--- src/rtl/instr_fetch.sv ---
// -----------------------------------------------------------------------------
// instr_fetch
//
// Fetch stage sitting directly downstream of the program counter. It takes the
// current PC and issues in-order word reads to instruction memory. Each returned
// word is paired with the PC it was fetched from and buffered in a small FIFO.
// Decode takes entries from that FIFO over a valid/ready handshake.
//
// A single credit pool of DEPTH slots covers both the reads in flight and the
// entries already buffered. Because of this, a response always has a FIFO slot
// to land in, and imem never needs to be stalled.
//
// When the PC is redirected:
//   - the FIFO is cleared;
//   - the reads still in flight are counted off;
//   - their responses are dropped when they arrive.
//
// A misaligned PC is never sent to memory. Once the pipe is empty, the stage
// emits one fault entry carrying a NOP, then parks until the next redirect.
//
// Ports
//   clk          in   1  clock, rising edge
//   rst          in   1  asynchronous active-high reset
//   pc           in  32  current PC from program_counter
//   branch_en    in   1  redirect; program_counter loads its target this edge
//   pc_advance   out  1  PC consumed this cycle; program_counter increments
//   imem_req     out  1  read request
//   imem_addr    out 32  read address (= pc)
//   imem_gnt     in   1  request accepted this cycle
//   imem_rvalid  in   1  read data valid (in order, >=1 cycle after grant)
//   imem_rdata   in  32  read data
//   if_valid     out  1  FIFO head valid toward decode
//   if_ready     in   1  decode accepts the head
//   if_instr     out 32  head instruction word
//   if_pc        out 32  head PC
//   if_fault     out  1  head is a misaligned-fetch fault entry
// -----------------------------------------------------------------------------
module instr_fetch #(
    parameter int          DEPTH     = 2,
    parameter logic [31:0] NOP_INSTR = 32'h0000_0013
) (
    input  logic        clk,
    input  logic        rst,
    input  logic [31:0] pc,
    input  logic        branch_en,
    output logic        pc_advance,
    output logic        imem_req,
    output logic [31:0] imem_addr,
    input  logic        imem_gnt,
    input  logic        imem_rvalid,
    input  logic [31:0] imem_rdata,
    output logic        if_valid,
    input  logic        if_ready,
    output logic [31:0] if_instr,
    output logic [31:0] if_pc,
    output logic        if_fault
);

    localparam int CW = $clog2(DEPTH + 1);
    localparam int PW = (DEPTH > 1) ? $clog2(DEPTH) : 1;

    localparam logic [0:0]    ST_FETCH = 1'b0;
    localparam logic [0:0]    ST_FAULT = 1'b1;
    localparam logic [CW-1:0] DEPTH_C  = CW'(DEPTH);
    localparam logic [CW:0]   DEPTH_W  = (CW + 1)'(DEPTH);

    // Circular pointer increment.
    // The wrap is explicit so that DEPTH does not have to be a power of two.
    function automatic logic [PW-1:0] ptr_inc(input logic [PW-1:0] ptr);
        logic [PW-1:0] nxt;
        if (ptr == PW'(DEPTH - 1)) begin
            nxt = '0;
        end else begin
            nxt = ptr + PW'(1);
        end
        return nxt;
    endfunction

    // ---------------------------------------------------------------- state
    logic [0:0]    state_q,       state_d;
    logic [CW-1:0] outstanding_q, outstanding_d;
    logic [CW-1:0] discard_q,     discard_d;
    logic [CW-1:0] fifo_count_q,  fifo_count_d;
    logic [PW-1:0] fifo_wr_q,     fifo_wr_d;
    logic [PW-1:0] fifo_rd_q,     fifo_rd_d;
    logic [PW-1:0] pcq_wr_q,      pcq_wr_d;
    logic [PW-1:0] pcq_rd_q,      pcq_rd_d;

    logic [31:0]   fifo_instr_q [DEPTH];
    logic [31:0]   fifo_instr_d [DEPTH];
    logic [31:0]   fifo_pc_q    [DEPTH];
    logic [31:0]   fifo_pc_d    [DEPTH];
    logic          fifo_fault_q [DEPTH];
    logic          fifo_fault_d [DEPTH];
    logic [31:0]   pcq_mem_q    [DEPTH];
    logic [31:0]   pcq_mem_d    [DEPTH];

    // ---------------------------------------------------------------- decode
    logic          misaligned_s;
    logic [CW:0]   credit_used_s;
    logic          can_issue_s;
    logic          imem_req_s;
    logic          grant_s;
    logic          rsp_s;
    logic          rsp_keep_s;
    logic          fault_push_s;
    logic          push_s;
    logic          pop_s;
    logic [31:0]   push_instr_s;
    logic [31:0]   push_pc_s;
    logic          push_fault_s;

    // Issue, response and push/pop qualifiers.
    always_comb begin
        misaligned_s  = (pc[1:0] != 2'b00);

        // Buffered entries count against the same credit as reads in flight.
        credit_used_s = {1'b0, outstanding_q} + {1'b0, fifo_count_q};
        can_issue_s   = (state_q == ST_FETCH) && (credit_used_s < DEPTH_W);

        // Reset masks the request so that every output is quiet while rst is high.
        imem_req_s    = can_issue_s & ~branch_en & ~misaligned_s & ~rst;
        grant_s       = imem_req_s & imem_gnt;

        // Data is only expected while something is in flight.
        // A stray rvalid with nothing pending is ignored.
        rsp_s         = imem_rvalid & (outstanding_q != '0);

        // Data arriving in a redirect cycle belongs to the old path and is dropped.
        rsp_keep_s    = rsp_s & (discard_q == '0) & ~branch_en;

        // The fault entry waits until every earlier read has returned.
        // This keeps the fault in program order behind that read data.
        fault_push_s  = ~rst & (state_q == ST_FETCH) & ~branch_en & misaligned_s &
                        (outstanding_q == '0) & (fifo_count_q < DEPTH_C);

        // A fault push needs outstanding==0, so it can never collide with a response.
        push_s        = rsp_keep_s | fault_push_s;
        pop_s         = if_valid & if_ready;

        if (fault_push_s) begin
            push_instr_s = NOP_INSTR;
            push_pc_s    = pc;
            push_fault_s = 1'b1;
        end else begin
            push_instr_s = imem_rdata;
            push_pc_s    = pcq_mem_q[pcq_rd_q];
            push_fault_s = 1'b0;
        end
    end

    // Next-state logic for counters, the request-PC queue and the output FIFO.
    always_comb begin
        state_d       = state_q;
        outstanding_d = outstanding_q;
        discard_d     = discard_q;
        fifo_count_d  = fifo_count_q;
        fifo_wr_d     = fifo_wr_q;
        fifo_rd_d     = fifo_rd_q;
        pcq_wr_d      = pcq_wr_q;
        pcq_rd_d      = pcq_rd_q;
        fifo_instr_d  = fifo_instr_q;
        fifo_pc_d     = fifo_pc_q;
        fifo_fault_d  = fifo_fault_q;
        pcq_mem_d     = pcq_mem_q;

        // The PC queue mirrors the in-flight reads.
        // It keeps popping across a redirect so that dropped responses stay in step.
        if (grant_s) begin
            pcq_mem_d[pcq_wr_q] = pc;
            pcq_wr_d            = ptr_inc(pcq_wr_q);
        end else begin
            pcq_wr_d            = pcq_wr_q;
        end

        if (rsp_s) begin
            pcq_rd_d = ptr_inc(pcq_rd_q);
        end else begin
            pcq_rd_d = pcq_rd_q;
        end

        case ({grant_s, rsp_s})
            2'b10:   outstanding_d = outstanding_q + CW'(1);
            2'b01:   outstanding_d = outstanding_q - CW'(1);
            default: outstanding_d = outstanding_q;
        endcase

        if (branch_en) begin
            // No grant is possible in a redirect cycle.
            // So outstanding_d is exactly the set of reads still to come back.
            discard_d    = outstanding_d;
            state_d      = ST_FETCH;
            fifo_count_d = '0;
            fifo_wr_d    = '0;
            fifo_rd_d    = '0;
        end else begin
            if (rsp_s && (discard_q != '0)) begin
                discard_d = discard_q - CW'(1);
            end else begin
                discard_d = discard_q;
            end

            if (fault_push_s) begin
                state_d = ST_FAULT;
            end else begin
                state_d = state_q;
            end

            if (push_s) begin
                fifo_instr_d[fifo_wr_q] = push_instr_s;
                fifo_pc_d[fifo_wr_q]    = push_pc_s;
                fifo_fault_d[fifo_wr_q] = push_fault_s;
                fifo_wr_d               = ptr_inc(fifo_wr_q);
            end else begin
                fifo_wr_d               = fifo_wr_q;
            end

            if (pop_s) begin
                fifo_rd_d = ptr_inc(fifo_rd_q);
            end else begin
                fifo_rd_d = fifo_rd_q;
            end

            case ({push_s, pop_s})
                2'b10:   fifo_count_d = fifo_count_q + CW'(1);
                2'b01:   fifo_count_d = fifo_count_q - CW'(1);
                default: fifo_count_d = fifo_count_q;
            endcase
        end
    end

    // State registers with asynchronous reset.
    always_ff @(posedge clk or posedge rst) begin
        if (rst) begin
            state_q       <= ST_FETCH;
            outstanding_q <= '0;
            discard_q     <= '0;
            fifo_count_q  <= '0;
            fifo_wr_q     <= '0;
            fifo_rd_q     <= '0;
            pcq_wr_q      <= '0;
            pcq_rd_q      <= '0;
            fifo_instr_q  <= '{default: 32'h0000_0000};
            fifo_pc_q     <= '{default: 32'h0000_0000};
            fifo_fault_q  <= '{default: 1'b0};
            pcq_mem_q     <= '{default: 32'h0000_0000};
        end else begin
            state_q       <= state_d;
            outstanding_q <= outstanding_d;
            discard_q     <= discard_d;
            fifo_count_q  <= fifo_count_d;
            fifo_wr_q     <= fifo_wr_d;
            fifo_rd_q     <= fifo_rd_d;
            pcq_wr_q      <= pcq_wr_d;
            pcq_rd_q      <= pcq_rd_d;
            fifo_instr_q  <= fifo_instr_d;
            fifo_pc_q     <= fifo_pc_d;
            fifo_fault_q  <= fifo_fault_d;
            pcq_mem_q     <= pcq_mem_d;
        end
    end

    // ---------------------------------------------------------------- outputs
    // The decode side comes straight from registers.
    // The memory side is combinational because program_counter must see the
    // advance in the same cycle as the grant.
    always_comb begin
        imem_req   = imem_req_s;
        imem_addr  = pc;
        pc_advance = grant_s | fault_push_s;
        if_valid   = (fifo_count_q != '0);
        if_instr   = fifo_instr_q[fifo_rd_q];
        if_pc      = fifo_pc_q[fifo_rd_q];
        if_fault   = fifo_fault_q[fifo_rd_q];
    end

endmodule

--- config.mk ---
export PLATFORM = sky130hd
export DESIGN_NAME = instr_fetch
export DESIGN_NICKNAME = d
export VERILOG_FILES = /design/src/rtl/instr_fetch.sv
export SDC_FILE = /design/constraint.sdc
export NUM_CORES = 1
export LEC_CHECK = 0
export ABC_CLOCK_PERIOD_IN_PS = 7900
export CAP_MARGIN = 20
export CORE_ASPECT_RATIO = 0.75
export CORE_MARGIN = 5
export CORE_UTILIZATION = 35
export CTS_CLUSTER_DIAMETER = 50
export CTS_CLUSTER_SIZE = 30
export DETAILED_ROUTE_END_ITERATION = 16
export MAX_ROUTING_LAYER = met4
export PLACE_DENSITY = 0.62
export SLEW_MARGIN = 10
export SYNTH_ARGS = -nofsm -noshare
export SYNTH_HDL_FRONTEND = slang
export SYNTH_SLANG_ARGS = --single-unit
--- constraint.sdc ---
create_clock -name clk -period 7.9 [get_ports clk]
set_clock_uncertainty 0.2 [all_clocks]
set_input_delay 1.185 -clock clk [delete_from_list [all_inputs] [get_ports clk]]
set_output_delay 1.185 -clock clk [all_outputs]
set_load 0.02 [all_outputs]
==> results.md <==
| Item | Reported |
|---|---|
| Outcome | finished clean |
| Number of clock sinks | 205 |
| Clk slew on worst S/H paths | 0.06 ns |
| Number of hold-repair buffers added at the cts stage | 0 |
| 1st-pass router iterations | 4 |
| Global-route usage over all layers | 15.23% |
| Fmax | 0.1937 GHz |
| Drt total wl | 23920 µm |
| Final Setup Violations | 0 |
| Most frequent cell after synthesis | dfrtp_1 |
| Total number of vias | 6164 |
| Worst-case clock buffer depth | 3 |
| Buffer type at the clock tree root | clkbuf_16 |
| Mapped Area | 9921 µm² |
| Mean instance size in the synthesized netlist | 13.50 µm² |
| Fill count | 2601 |
| First-pass GRT wire length | 38000 µm |
| Top area cells in the synthesized netlist | dfrtp_1, mux2_2, mux2_4 |
| Min-Delay Path Depth | 1 |
| Most numerous cell on the critical path | clkdlybuf4s50_1 |
| Per-cell routed wire length | 19.00 µm |
| Die W | 204.4 µm |
| Final Hold Fails | 0 |
| Worst stage delay on the critical path | 0.73 ns |
| Worst endpoint required time | 6.51 ns |
| Max Fanout on Critical Path | 15 |
| Total setup buffers inserted after CTS | 0 |
| Tightest Pin Transition | 1.062 ns |
| Maximum level of the CTS H-tree | 1 |
| Final critical-path required period | 5.163 ns |
| Count of state elements after synthesis | 205 |
| Register area share after synthesis | 51.71% |
| Resized cells post-CTS | 0 |
| Number of synthesized flops with an enable pin | 0 |
| Drt via density | 4.896 |
| Top post-synthesis cells by count | dfrtp_1, mux2_2, o21ai_0 |
| Dominant cell type by area after synthesis | dfrtp_1 |
| Syn nets | 808 |
| Input/output buffers | 169 |
| Die area | 31850 µm² |
| Post-synthesis cell type count | 34 |
| Antenna violations before repair | 2 |
| Sum of negative setup slack | 0 ns |
| Share of Yosys cell area claimed by the top area cell type | 51.71% |
| Worst IR drop on VDD | 0.2018 mV |
| Reg area | 5135 µm² |
| Primary flip-flop cell chosen by synthesis mapping | dfrtp_1 |
| CTS tree | done |
| Total area of multi-input combinational cells | 4297 µm² |
| Total DRC errors in the routed layout | 0 |
| Number of buffers added by the clock tree synthesis step | 22 |
| Async set-reset flop share out of synthesis | 100.0% |
| Leakage power figure | 0.005704 µW |
| Layout cells sized above 1 | 33.83% |
| Total Nets Final | 929 |
| Count of cells along the worst register-to-register path | 5 |
| Area of the placeable core | 27980 µm² |
| Total half-perimeter wirelength after legalization and detailed placement | 14740 µm |
| Iter 0 DRT Violations | 249 |
| Power Dens Cells | 369.7 nW/µm² |
| Vias in the first global route | 6524 |
| CP cell instances | clkdlybuf4s50_1 -> nor3_4 -> nand4_1 -> nand2_1 -> clkdlybuf4s50_1 |
| Synthesized instance count | 735 |
| RSZ-0062 raised after global routing | false |
| GR Overflow Total | 0 |
| RePlAce Congestion | 0.7431 |
| Category of the worst setup path launch point | input port |
| Worst-case headroom to the max-slew limit | 29.19% |
| Yosys warning total | 0 |
| Overall power of the completed layout | 4617 µW |
| Final critical-path share of the clock period | 65.35% |
| Clock latency on the worst-skew pair | 0.50 ns |
| Cell with the biggest individual delay on the critical path | nor3_4 |
| Type of the worst setup path | input port to output pin |
| Arrival time at the worst endpoint | 3.78 ns |
| Height of the die | 155.8 µm |
| Worst hold path type | flip-flop to flip-flop |
| Nature of the critical path endpoint | output pin |
| Largest net degree at the start of global routing | 128 |
| Site Rows | 53 |
| Number of violations of the max-capacitance limit | 0 |
| Area growth from synthesis to layout | 25.87% |
| Final count of pins violating max slew | 0 |
| Initial standard-cell utilization of the core | 35.45% |
| Routed Antenna Nets | 0 |
| Number of top-level pins | 170 |
logic make-up after synthesis:
kind of cell | synth area share (%)
AOI/OAI and AO/OA | 2.409
xor gates and xnor gates | 0.7945
adders and majority gates | 0.4540
buffers and inverters | 5.133
DFF | 51.71
muxes | 33.37
and+or+nand+nor | 6.129
state kept, by name, summed over array words and instances (netlist names):
name and flops:
pcq_wr_q 1, pcq_mem_q 64, discard_q 2, pcq_rd_q 1, fifo_count_q 2, outstanding_q 2
state_q 1, fifo_pc_q 64, fifo_fault_q 2, fifo_instr_q 64, fifo_wr_q 1, fifo_rd_q 1
routing by layer:
metal | share of wire, % | track usage (%)
met2 | 43 | 22.13
met5 | 0 | -
met1 | 50 | 22.54
met3 | 5.0 | 2.722
met4 | 1.8 | 2.870
layout by cell type, fill, tap and decap left out, drive strengths merged, types with 4 or more instances in the layout:
master	count
nand2b	4
o21ai	37
nor3	4
mux2	254
clkdlybuf4s50	169
nand3	5
nand4	31
clkinv	5
xor2	4
dfrtp	205
or2	4
mux2i	33
and2	34
nor2	10
xnor2	5
buf	10
nand2	5
clkbuf	24
inv	12
cell type report:
type                       instances  share of cell area (%)
multi-input combinational        443                   34.41
inverter                           5                  0.2104
sequential                       205                   41.12
clock inverter                    16                   1.413
timing repair buffer             179                   14.31
tap                              385                   3.858
antenna                            2                 0.04008
clock buffer                      24                   4.639
final timing paths:
kind	startpoint	endpoint	slack, ns
setup / recovery	branch_en	pc_advance	2.74
hold / removal	fifo_pc_q[63]$_DFFE_PP0P_	fifo_pc_q[63]$_DFFE_PP0P_	0.29
setup reg to reg	state_q$_DFFE_PP0P_	fifo_instr_q[22]$_DFFE_PP0P_	4.37
hold reg to reg	fifo_pc_q[63]$_DFFE_PP0P_	fifo_pc_q[63]$_DFFE_PP0P_	0.29
max in group asynchronous	rst	fifo_pc_q[62]$_DFFE_PP0P_	5.03
min in group asynchronous	rst	state_q$_DFFE_PP0P_	1.22
where the power goes:
part           leakage, µW  internal, µW  total [µW]  switching, µW
clock             0.000368           614        1070            461
combinational      0.00264          1010        1830            816
sequential         0.00270          1470        1720            244
total              0.00570          3100        4620           1520
worst max-delay path, delay by kind of cell:
family                 cells  cell delay (ns)
buffers and inverters      2             1.30
AND/OR/NAND/NOR            3             1.28
per-stage QoR:
stage / setup WS [ns] / std cells / util (%) / hold WS [ns] / cell area, µm²
after floorplan: 0.9192 / 735 / - / 0.2528 / 9921
after global placement: 2.805 / 1216 / 41.80 / 0.2693 / 11700
after detailed placement: 2.766 / 1216 / 41.80 / 0.2749 / 11700
after CTS: 2.755 / 1256 / 44.51 / 0.2926 / 12450
after global routing: 2.597 / 1259 / 44.62 / 0.3050 / 12490
final: 2.737 / 1259 / 44.62 / 0.2869 / 12490
(Power assumes the default switching activity.)
